File: src/rtl/kgp_pkg.sv
// Shared constants for the PC generation stage: FSM state codes, datapath widths
// and the default reset vector.
package kgp_pkg;

    localparam int unsigned XLEN    = 32;
    localparam int unsigned IMEM_AW = 10;

    localparam logic [XLEN-1:0] RESET_VECTOR_DEFAULT = 32'h0000_0000;

    localparam logic [1:0] S_BOOT = 2'd0;
    localparam logic [1:0] S_RUN  = 2'd1;
    localparam logic [1:0] S_HALT = 2'd2;

endpackage

File: src/rtl/pc_gen_unit.sv
// Program-counter generation stage: owns the architectural PC, handles advance,
// redirect, stall and halt. Optional PC_BOUNDS_CHECK_EN adds a registered pc_fault.
module pc_gen_unit
    import kgp_pkg::*;
#(
    parameter logic [XLEN-1:0] RESET_VECTOR = RESET_VECTOR_DEFAULT,
    parameter int unsigned     IMEM_DEPTH   = 1024
) (
    input  logic            clk,
    input  logic            rst,
    input  logic            stall,
    input  logic            branch_taken,
    input  logic [XLEN-1:0] branch_target,
    input  logic            halt,
    output logic [XLEN-1:0] pc,
    output logic [XLEN-1:0] pc_plus1,
`ifdef PC_BOUNDS_CHECK_EN
    output logic            pc_fault,
`endif
    output logic            instr_valid,
    output logic            halted
);

    logic [1:0] state;

    assign pc_plus1 = pc + 32'd1;

`ifdef PC_BOUNDS_CHECK_EN
    logic [XLEN-1:0] next_pc;
    logic            next_oor;

    // Candidate is checked even under stall: the check ranks above stall.
    always_comb begin
        next_pc  = branch_taken ? branch_target : pc_plus1;
        next_oor = (next_pc >= XLEN'(IMEM_DEPTH));
    end
`endif

    always_ff @(posedge clk) begin
        if (!rst) begin
            state       <= S_BOOT;
            pc          <= RESET_VECTOR;
            instr_valid <= 1'b0;
            halted      <= 1'b0;
`ifdef PC_BOUNDS_CHECK_EN
            pc_fault    <= 1'b0;
`endif
        end else begin
            case (state)
                S_BOOT: begin
                    state <= S_RUN;
                end
                S_RUN: begin
                    if (halt) begin
                        state       <= S_HALT;
                        halted      <= 1'b1;
                        instr_valid <= 1'b0;
`ifdef PC_BOUNDS_CHECK_EN
                    end else if (next_oor) begin
                        state       <= S_HALT;
                        halted      <= 1'b1;
                        instr_valid <= 1'b0;
                        pc_fault    <= 1'b1;
`endif
                    end else if (branch_taken) begin
                        // Redirect beats stall; the word fetched this cycle is wrong-path.
                        pc          <= branch_target;
                        instr_valid <= 1'b0;
                    end else if (!stall) begin
                        pc          <= pc_plus1;
                        instr_valid <= 1'b1;
                    end
                end
                S_HALT: begin
                    state <= S_HALT;
                end
                default: begin
                    state <= S_BOOT;
                end
            endcase
        end
    end

endmodule

File: config.mk
export PLATFORM = sky130hd
export DESIGN_NAME = pc_gen_unit
export DESIGN_NICKNAME = d
export VERILOG_FILES = /design/src/rtl/kgp_pkg.sv /design/src/rtl/pc_gen_unit.sv
export SDC_FILE = /design/constraint.sdc
export NUM_CORES = 1
export LEC_CHECK = 0
export ABC_AREA = 1
export BUFFER_PORTS_ARGS = -buffer_cell sky130_fd_sc_hd__buf_2
export CORE_MARGIN = 2
export CORE_UTILIZATION = 52
export CTS_CLUSTER_DIAMETER = 100
export DETAILED_ROUTE_END_ITERATION = 12
export HOLD_SLACK_MARGIN = 0.02
export PLACE_DENSITY_LB_ADDON = 0.2
export SLEW_MARGIN = 20
export SYNTH_ARGS = -nofsm -noshare
export SYNTH_HDL_FRONTEND = slang
export SYNTH_SLANG_ARGS = --single-unit
File: constraint.sdc
create_clock -name clk -period 4.77 [get_ports clk]
set_clock_uncertainty 0.15 [all_clocks]
set_input_delay 0.954 -clock clk [delete_from_list [all_inputs] [get_ports clk]]
set_output_delay 0.954 -clock clk [all_outputs]
set_load 0.01 [all_outputs]
# == Word level (Yosys, flattened, before mapping) ==
# Cells that the tools add are included.
# totals
mem_bits_ro,0
ramBits,0
mem_count,0
out_inout_bits,66
in_bits,37
latchBits,0
register_bits,36
# op_classes
n_addsub,1
n_mux,7
multipliers,0
magnitude_cmp,0
n_eq_ne,5
n_reduce_logical,4
n_div,0
shifts,0
n_bitwise,1
# ops
operator,count
$mux 32,2
$add 32x1->32 const B,1
$pmux 2 s3,1
$reduce_and 2->1,2
$mux 1,3
$ne 3x1->1 const B,1
$reduce_and 3->1,1
$eq 2x1->1 const B,1
$eq 2x2->1 const B,1
$logic_not 2->1,1
$mux 2,1
$ne 2x1->1 const B,1
$ne 2x2->1 const B,1
$not 1->1,1

# == Logic depth before layout (Yosys ltp) ==
# Gate-level depths: netlist (run 1).
# logic_depth
word_depth,3
ltp_mapped,10
mapped_depth_nobuf,10

# == Least setup slack after synthesis (run 1) ==
# OpenSTA, ideal clock, no wires.
# synth_path
path_kind,reg-to-output
startpoint,reg pc[0]
endpoint,out pc_plus1[20]
path_slack_ns,2.293
path_buffers,0
path_stages_with_launch,8
t_required_ns,3.666
t_arrival_ns,1.373
path_cell_list,dfxtp_1 ha_1 nand2_1 nor2_4 nand2_2 nor2_4 nand3_1 and2_1
# synth_via
elab_chain_cells,1
# synth_rtl
item,line_no,source
start: declaration,pc_gen_unit.sv:15,"output logic [XLEN-1:0] pc,"
start signal: assignment,pc_gen_unit.sv:67,pc <= branch_target;
start signal: assignment,pc_gen_unit.sv:70,pc <= pc_plus1;
$add 32x1->32,pc_gen_unit.sv:26,assign pc_plus1 = pc + 32'd1;
end: declaration,pc_gen_unit.sv:16,"output logic [XLEN-1:0] pc_plus1,"
# Every way passes these cells.

# == Final worst setup path (run 1) ==
# Ends and elaborated chain as after synthesis.

==> impl_metrics.json, run 1 <==
{
  "endpoint_kind": "output pin",
  "switching_share": 0.393,
  "timing.fmax_mhz": 333,
  "yosysSeqAreaShare": 0.292,
  "pwr-share-comb": 0.363,
  "p_total_w": 0.00104,
  "chipWidth_um": 72.9,
  "regToRegSetupSlack_ps": 2650,
  "synth_top_flop_cell": "dfxtp_1",
  "antennaDiodeCount": 0,
  "firstDrtPassIters": 4,
  "die_area_mm2": 0.00531,
  "area_growth_syn_to_layout_pct": 24.6,
  "fin_crit_sh": 0.629,
  "htree_levels": 2,
  "hold_start": "instr_valid",
  "max_cap_violations": 0,
  "powerDensity_mw_per_mm2": 340,
  "num_rows": 25,
  "rsz0062_at_grt": "no",
  "clk_latency_ps": 290,
  "async_flop_share": 0,
  "die_y_um": 72.9,
  "root_buffer": "clkbuf_8",
  "route.vias.total": 2840,
  "ir_worst_vdd_v": 0.000209,
  "clkTransAtPathRegs_ps": 70,
  "post-synth-top-area-fraction": 0.292,
  "critPathLaunch": "pc[0]",
  "setup_tns_ps": 0,
  "reg2reg_depth": 9,
  "hpwl_um": 4980,
  "antenna_found_initial": 0,
  "yosys.area.top_type": "dfxtp_1",
  "path_class": "reg -> out",
  "cellLeakagePower_nw": 1.46,
  "setup_violations": 0,
  "drive_above_1_share": 0.273,
  "num-fill-cells": 462,
  "ys_seq_elements": 36,
  "port_buffers": 102,
  "gp_congestion": 0.930,
  "via_per_inst": 5.25,
  "p_int_w": 0.000634,
  "start_util": 0.529,
  "cts_tree": "built",
  "hold_violations": 0,
  "post_cts_buffers": 0,
  "cp-endpoint": "pc_plus1[20]",
  "slew_violations": 0,
  "grt_max_degree": 36,
  "multiInputGateArea_mm2": 0.00158,
  "drcViolationCount": 0,
  "netlist_instances": 392,
  "yosys_warnings": 0,
  "drt-total-wl_um": 6780,
  "arrival_ps": 1900,
  "final_core_util": 0.659,
  "cts-resized-gates": 0,
  "synth_area_mm2": 0.00247,
  "final_nets": 526,
  "grt_usage": 0.256,
  "worstReg2RegEnd": "pc[11]",
  "cts_max_path_buffers": 2,
  "synth.distinct_cells": 23,
  "grt_pass1_wl_um": 11000,
  "synth.avg_cell_area_um2": 6.29,
  "crit_path_max_fanout": 5,
  "ios": 103,
  "ant_nets": 0,
  "core_mm2": 0.00466,
  "synth_edf_count": 0,
  "synth_most_common_cell": "nand2_1",
  "ctsHoldBuffers": 0,
  "relSlewSlack": 0.589,
  "cts_buffers": 5,
  "post_drt_wl_per_cell_um": 12.5,
  "p_seq_frac": 0.419,
  "synthTopCellsByCount": "nand2_1 (127), a21oi_1 (64), dfxtp_1 (36), o21ai_0 (33), nor2_1 (32)",
  "area.sequential_um2": 721,
  "status": "finished, final reports clean",
  "fin_crit_ps": 3000,
  "drtIter0Drc": 183,
  "hold_path.class": "reg -> reg",
  "syn-num-nets": 432,
  "clkSinkCount": 36,
  "grt_pass1_vias": 2488,
  "grt-ovfl-total": 0,
  "clockPowerShare": 0.218,
  "worst_pin_slew_ps": 616,
  "switchingPower_w": 0.000410,
  "r2r-start": "state[1]",
  "cp.required_ps": 3670,
  "netlist_top_cells_area": "dfxtp_1 (29%), nand2_1 (19%), a21oi_1 (13%)",
  "start_kind": "register"
}
layout by cell type (no fill, tap or decap):
cell type  netlist  final
dfxtp_1         36     36
nand3_1         10     10
nor2_2           5      5
nand2_1        127    127
xnor2_1          4      4
inv_1           24     24
nand3b_1         7      7
nor2_4           8      8
xor2_2           5      5
a31oi_1          2      2
clkbuf_1         7      2
nand2_2          3      3
nand2_4          1      1
buf_2            8    102
o21ai_1          2      2
nor2_1          32     32
o21ai_0         33     33
buf_4            0      1
xor2_1           6      6
ha_1             3      3
a21oi_1         64     64
inv_2            2      2
and2_1           2      2
clkbuf_8         0      6
power groups by stage:
stage               sequential [W]  combinational [W]  clock [W]
finish                    0.000438           0.000379   0.000228
global placement          0.000440           0.000371          0
floorplan                 0.000451           0.000216          0
detailed placement        0.000442           0.000379          0
CTS                       0.000436           0.000381   0.000229
global route              0.000447           0.000431   0.000240
cell type report:
| cell class | instances | share of cell area |
|---|---|---|
| Multi-Input combinational cell | 314 | 0.514 |
| Timing Repair Buffer | 103 | 0.169 |
| Sequential cell | 36 | 0.235 |
| Inverter | 26 | 0.0318 |
| Tap cell | 54 | 0.0220 |
| Clock buffer | 8 | 0.0293 |
worst min path at each step:
| stage | endpoint | slack [ps] | cells past startpoint |
|---|---|---|---|
| final | instr_valid | 330 | 2 |
| after global routing | halted | 360 | 2 |
| after CTS | instr_valid | 330 | 2 |
| after detailed placement | halted | 310 | 2 |
| after global placement | halted | 310 | 2 |
| after floorplan | state[0] | 300 | 2 |
per-stage QoR:
stage | worst slack [ps] | cell area [um^2] | hold WS, ps | std cells
3_5_place_dp | 1490 | 2980 | 312 | 533
5_1_grt | 1510 | 3070 | 361 | 541
6_report | 1770 | 3070 | 329 | 541
2_1_floorplan | 2290 | 2470 | 304 | 392
4_1_cts | 1770 | 3070 | 328 | 541
3_3_place_gp | 1580 | 2980 | 306 | 533
critical path, stage by stage, from the launching register on:
cell and delay [ps]:
dfxtp_1 380, ha_1 200, nand2_1 100, nor2_4 150, nand2_2 130, nor2_4 220, nand3_1 120, and2_1 180
buf_2 130
per-layer routing:
layer / vias up / global-route usage / share of wire
li1: 1460 / - / -
met1: 1256 / 0.335 / 0.45
met2: 114 / 0.438 / 0.47
met3: 10 / 0.0359 / 0.072
met4: 0 / 0.0782 / 0.011
met5: - / 0 / 0
sequential cells by signal, indices dropped and copies added, names as in the netlist:
signal / count
pc: 32
instr_valid: 1
state: 2
halted: 1
cell families after synthesis:
group | Yosys count | synth area share
buffers and inverters | 42 | 0.0680
AO/OA/AOI/OAI | 101 | 0.206
XOR/XNOR | 15 | 0.0685
adder cells (fa/ha/maj) | 3 | 0.0152
flip-flops | 36 | 0.292
AND/OR/NAND/NOR | 195 | 0.350
(Power assumes the default switching activity.)
==> run 2: changes to the inputs <==
ABC_AREA = 0   (was 1)
CORE_UTILIZATION = 45   (was 52)
clock period = 2.75 ns   (was 4.77 ns; I/O delays follow)
==> run 2 against run 1 <==
  * The run now ends with setup timing left
  * Cell count up 4.3%
  * Critical path depth fell by 3
  * Sequential cell count is the same
  * Largest power group unchanged
==> impl_metrics.json, run 2 <==
{
  "status": "finished, violations left",
  "failed_checks": "setup timing",
  "synth_edf_count": 0,
  "cts_max_path_buffers": 2,
  "cts_buffers": 5,
  "gp_congestion": 0.908,
  "cellLeakagePower_nw": 1.67,
  "final_cell_mix": "buf_2 (103), nand2_1 (44), buf_4 (38), dfxtp_1 (26), a21oi_1 (23)",
  "drt-total-wl_um": 9400,
  "hold_path.class": "reg -> reg",
  "r2r-start": "state[1]",
  "critPathLaunch": "pc[10]",
  "timing.fmax_mhz": 358,
  "area_growth_syn_to_layout_pct": 34.7,
  "synth_area_mm2": 0.00274,
  "core_mm2": 0.00592,
  "synthTopCellsByCount": "nand2_1 (44), dfxtp_1 (36), clkbuf_1 (24), a21oi_1 (23), nand3_1 (19)",
  "clkSinkCount": 36,
  "path_class": "reg -> out",
  "antenna_found_initial": 0,
  "ios": 103,
  "hold_violations": 0,
  "synth.distinct_cells": 52,
  "dp.cells": 551,
  "post_drt_wl_per_cell_um": 16.7,
  "grt-ovfl-total": 0,
  "drcViolationCount": 0,
  "yosysSeqAreaShare": 0.263,
  "htree_levels": 2,
  "cts_tree": "built",
  "endpoint_kind": "output pin",
  "cp-endpoint": "pc_plus1[28]",
  "layout_commonest_cell": "buf_2",
  "synth_most_common_cell": "nand2_1",
  "worst_pin_slew_ps": 702,
  "crit_top_cell": "or4_4",
  "fin_crit_ps": 2790,
  "slew_violations": 0,
  "grt_pass1_wl_um": 14100,
  "start_util": 0.463,
  "synth.avg_cell_area_um2": 7.29,
  "fin_crit_sh": 1.02,
  "root_buffer": "clkbuf_8",
  "ir_worst_vdd_v": 0.000286,
  "path_cells": "nand4_1, or4_4, or4_4, nand2_1, buf_2",
  "setup_tns_ps": -80.6,
  "syn-num-nets": 416,
  "async_flop_share": 0,
  "yosys_warnings": 0,
  "netlist_top_cells_area": "dfxtp_1 (26%), nand2_1 (6.0%), a21oi_1 (4.2%)",
  "clk_latency_ps": 290,
  "start_kind": "register",
  "antennaDiodeCount": 0,
  "die_y_um": 82.1,
  "whs_ps": 316,
  "max_cap_violations": 0,
  "grt_pass1_vias": 2876,
  "grt_max_degree": 33,
  "grt_usage": 0.271,
  "largest_register_ffs": 32,
  "top_register": "pc",
  "relSlewSlack": 0.532,
  "reg2reg_depth": 5,
  "die_area_mm2": 0.00674,
  "fin_cells": 564,
  "crit_path_max_fanout": 7,
  "setup_violations": 3,
  "yosys.area.top_type": "dfxtp_1",
  "powerDensity_mw_per_mm2": 475,
  "cp.required_ps": 2050,
  "chipWidth_um": 82.1,
  "drtIter0Drc": 281,
  "synth_top_flop_cell": "dfxtp_1",
  "regToRegSetupSlack_ps": 630,
  "top_regs": "pc (32), state (2)",
  "post-synth-top-area-fraction": 0.263,
  "netlist_instances": 376,
  "port_buffers": 102,
  "ys_seq_elements": 36,
  "crit_slowest_cell": "or4_4",
  "setup_slack_ps": -44.5,
  "num_rows": 28,
  "clkTransAtPathRegs_ps": 70,
  "firstDrtPassIters": 5,
  "slowest_delay_ps": 610,
  "arrival_ps": 2090,
  "final_core_util": 0.624,
  "rsz0062_at_grt": "yes",
  "worstReg2RegEnd": "pc[22]",
  "drive_above_1_share": 0.368,
  "via_per_inst": 5.98,
  "final_nets": 529,
  "hpwl_um": 6570,
  "route.vias.total": 3375,
  "ant_nets": 0
}
run 2: worst min path at each step:
stage                  start  endpoint  slack (ps)  depth (start not counted)
floorplan           state[1]  state[1]         280                          2
global placement    state[1]  state[1]         290                          2
detailed placement  state[1]  state[1]         300                          2
CTS                 state[1]  state[1]         320                          2
global route        state[1]  state[1]         330                          2
finish              state[1]  state[1]         320                          2
run 2: timing repair:
action	4_1_cts	5_1_grt
pin swaps	6	3
resized for setup	7	23
endpoints found under the setup margin	8	15
buffers inserted	1	3
hold buffers	0	0
hold endpoints to repair	0	0
gates cloned	1	1
run 2: through the flow:
stage                     setup WS [ps]  total power, W  instance area, um^2
final                             -44.5         0.00176                 3690
after global routing              -84.0         0.00186                 3690
after CTS                         -16.8         0.00175                 3600
after detailed placement           80.3         0.00133                 3470
after global placement              102         0.00131                 3470
after floorplan                    38.8         0.00105                 2760
run 2: power by group:
part	switching, W	leakage [nW]	internal, W	total (W)
Combinational	0.000374	1.32	0.000282	0.000656
Clock	0.000203	0.0503	0.000224	0.000426
Sequential	0.0000745	0.297	0.000599	0.000674
Total	0.000651	1.67	0.00110	0.00176
run 2: logic make-up after synthesis:
| logic type | count (synthesis) | synth area share |
|---|---|---|
| XOR/XNOR | 21 | 0.0671 |
| adder cells (fa/ha/maj) | 3 | 0.0137 |
| AO/OA/AOI/OAI | 99 | 0.232 |
| buffers and inverters | 44 | 0.0671 |
| AND/OR/NAND/NOR | 168 | 0.339 |
| flip-flops | 36 | 0.263 |
| multiplexers | 5 | 0.0187 |
run 2: routing by layer:
layer / routed length, um / track usage / part of all wire / vias to the layer above
met5: 0 / 0 / 0 / -
met4: 95 / 0.0700 / 0.010 / 0
met3: 683 / 0.0440 / 0.073 / 11
met2: 4520 / 0.455 / 0.48 / 144
met1: 4100 / 0.360 / 0.44 / 1592
li1: - / - / - / 1628
run 2: worst max-delay path, delay by kind of cell, from the launching register on:
family / cells / cell delay [ps]
buffers and inverters: 1 / 120
DFF: 1 / 330
and+or+nand+nor: 4 / 1360
run 2: final cells by class:
cell class                 instances  area, um^2
multi-input combinational        297        1940
tap                               75        93.8
timing repair buffer             141         801
inverter                           8        30.0
clock buffer                       7        96.3
fill                             569        2230
sequential                        36         733
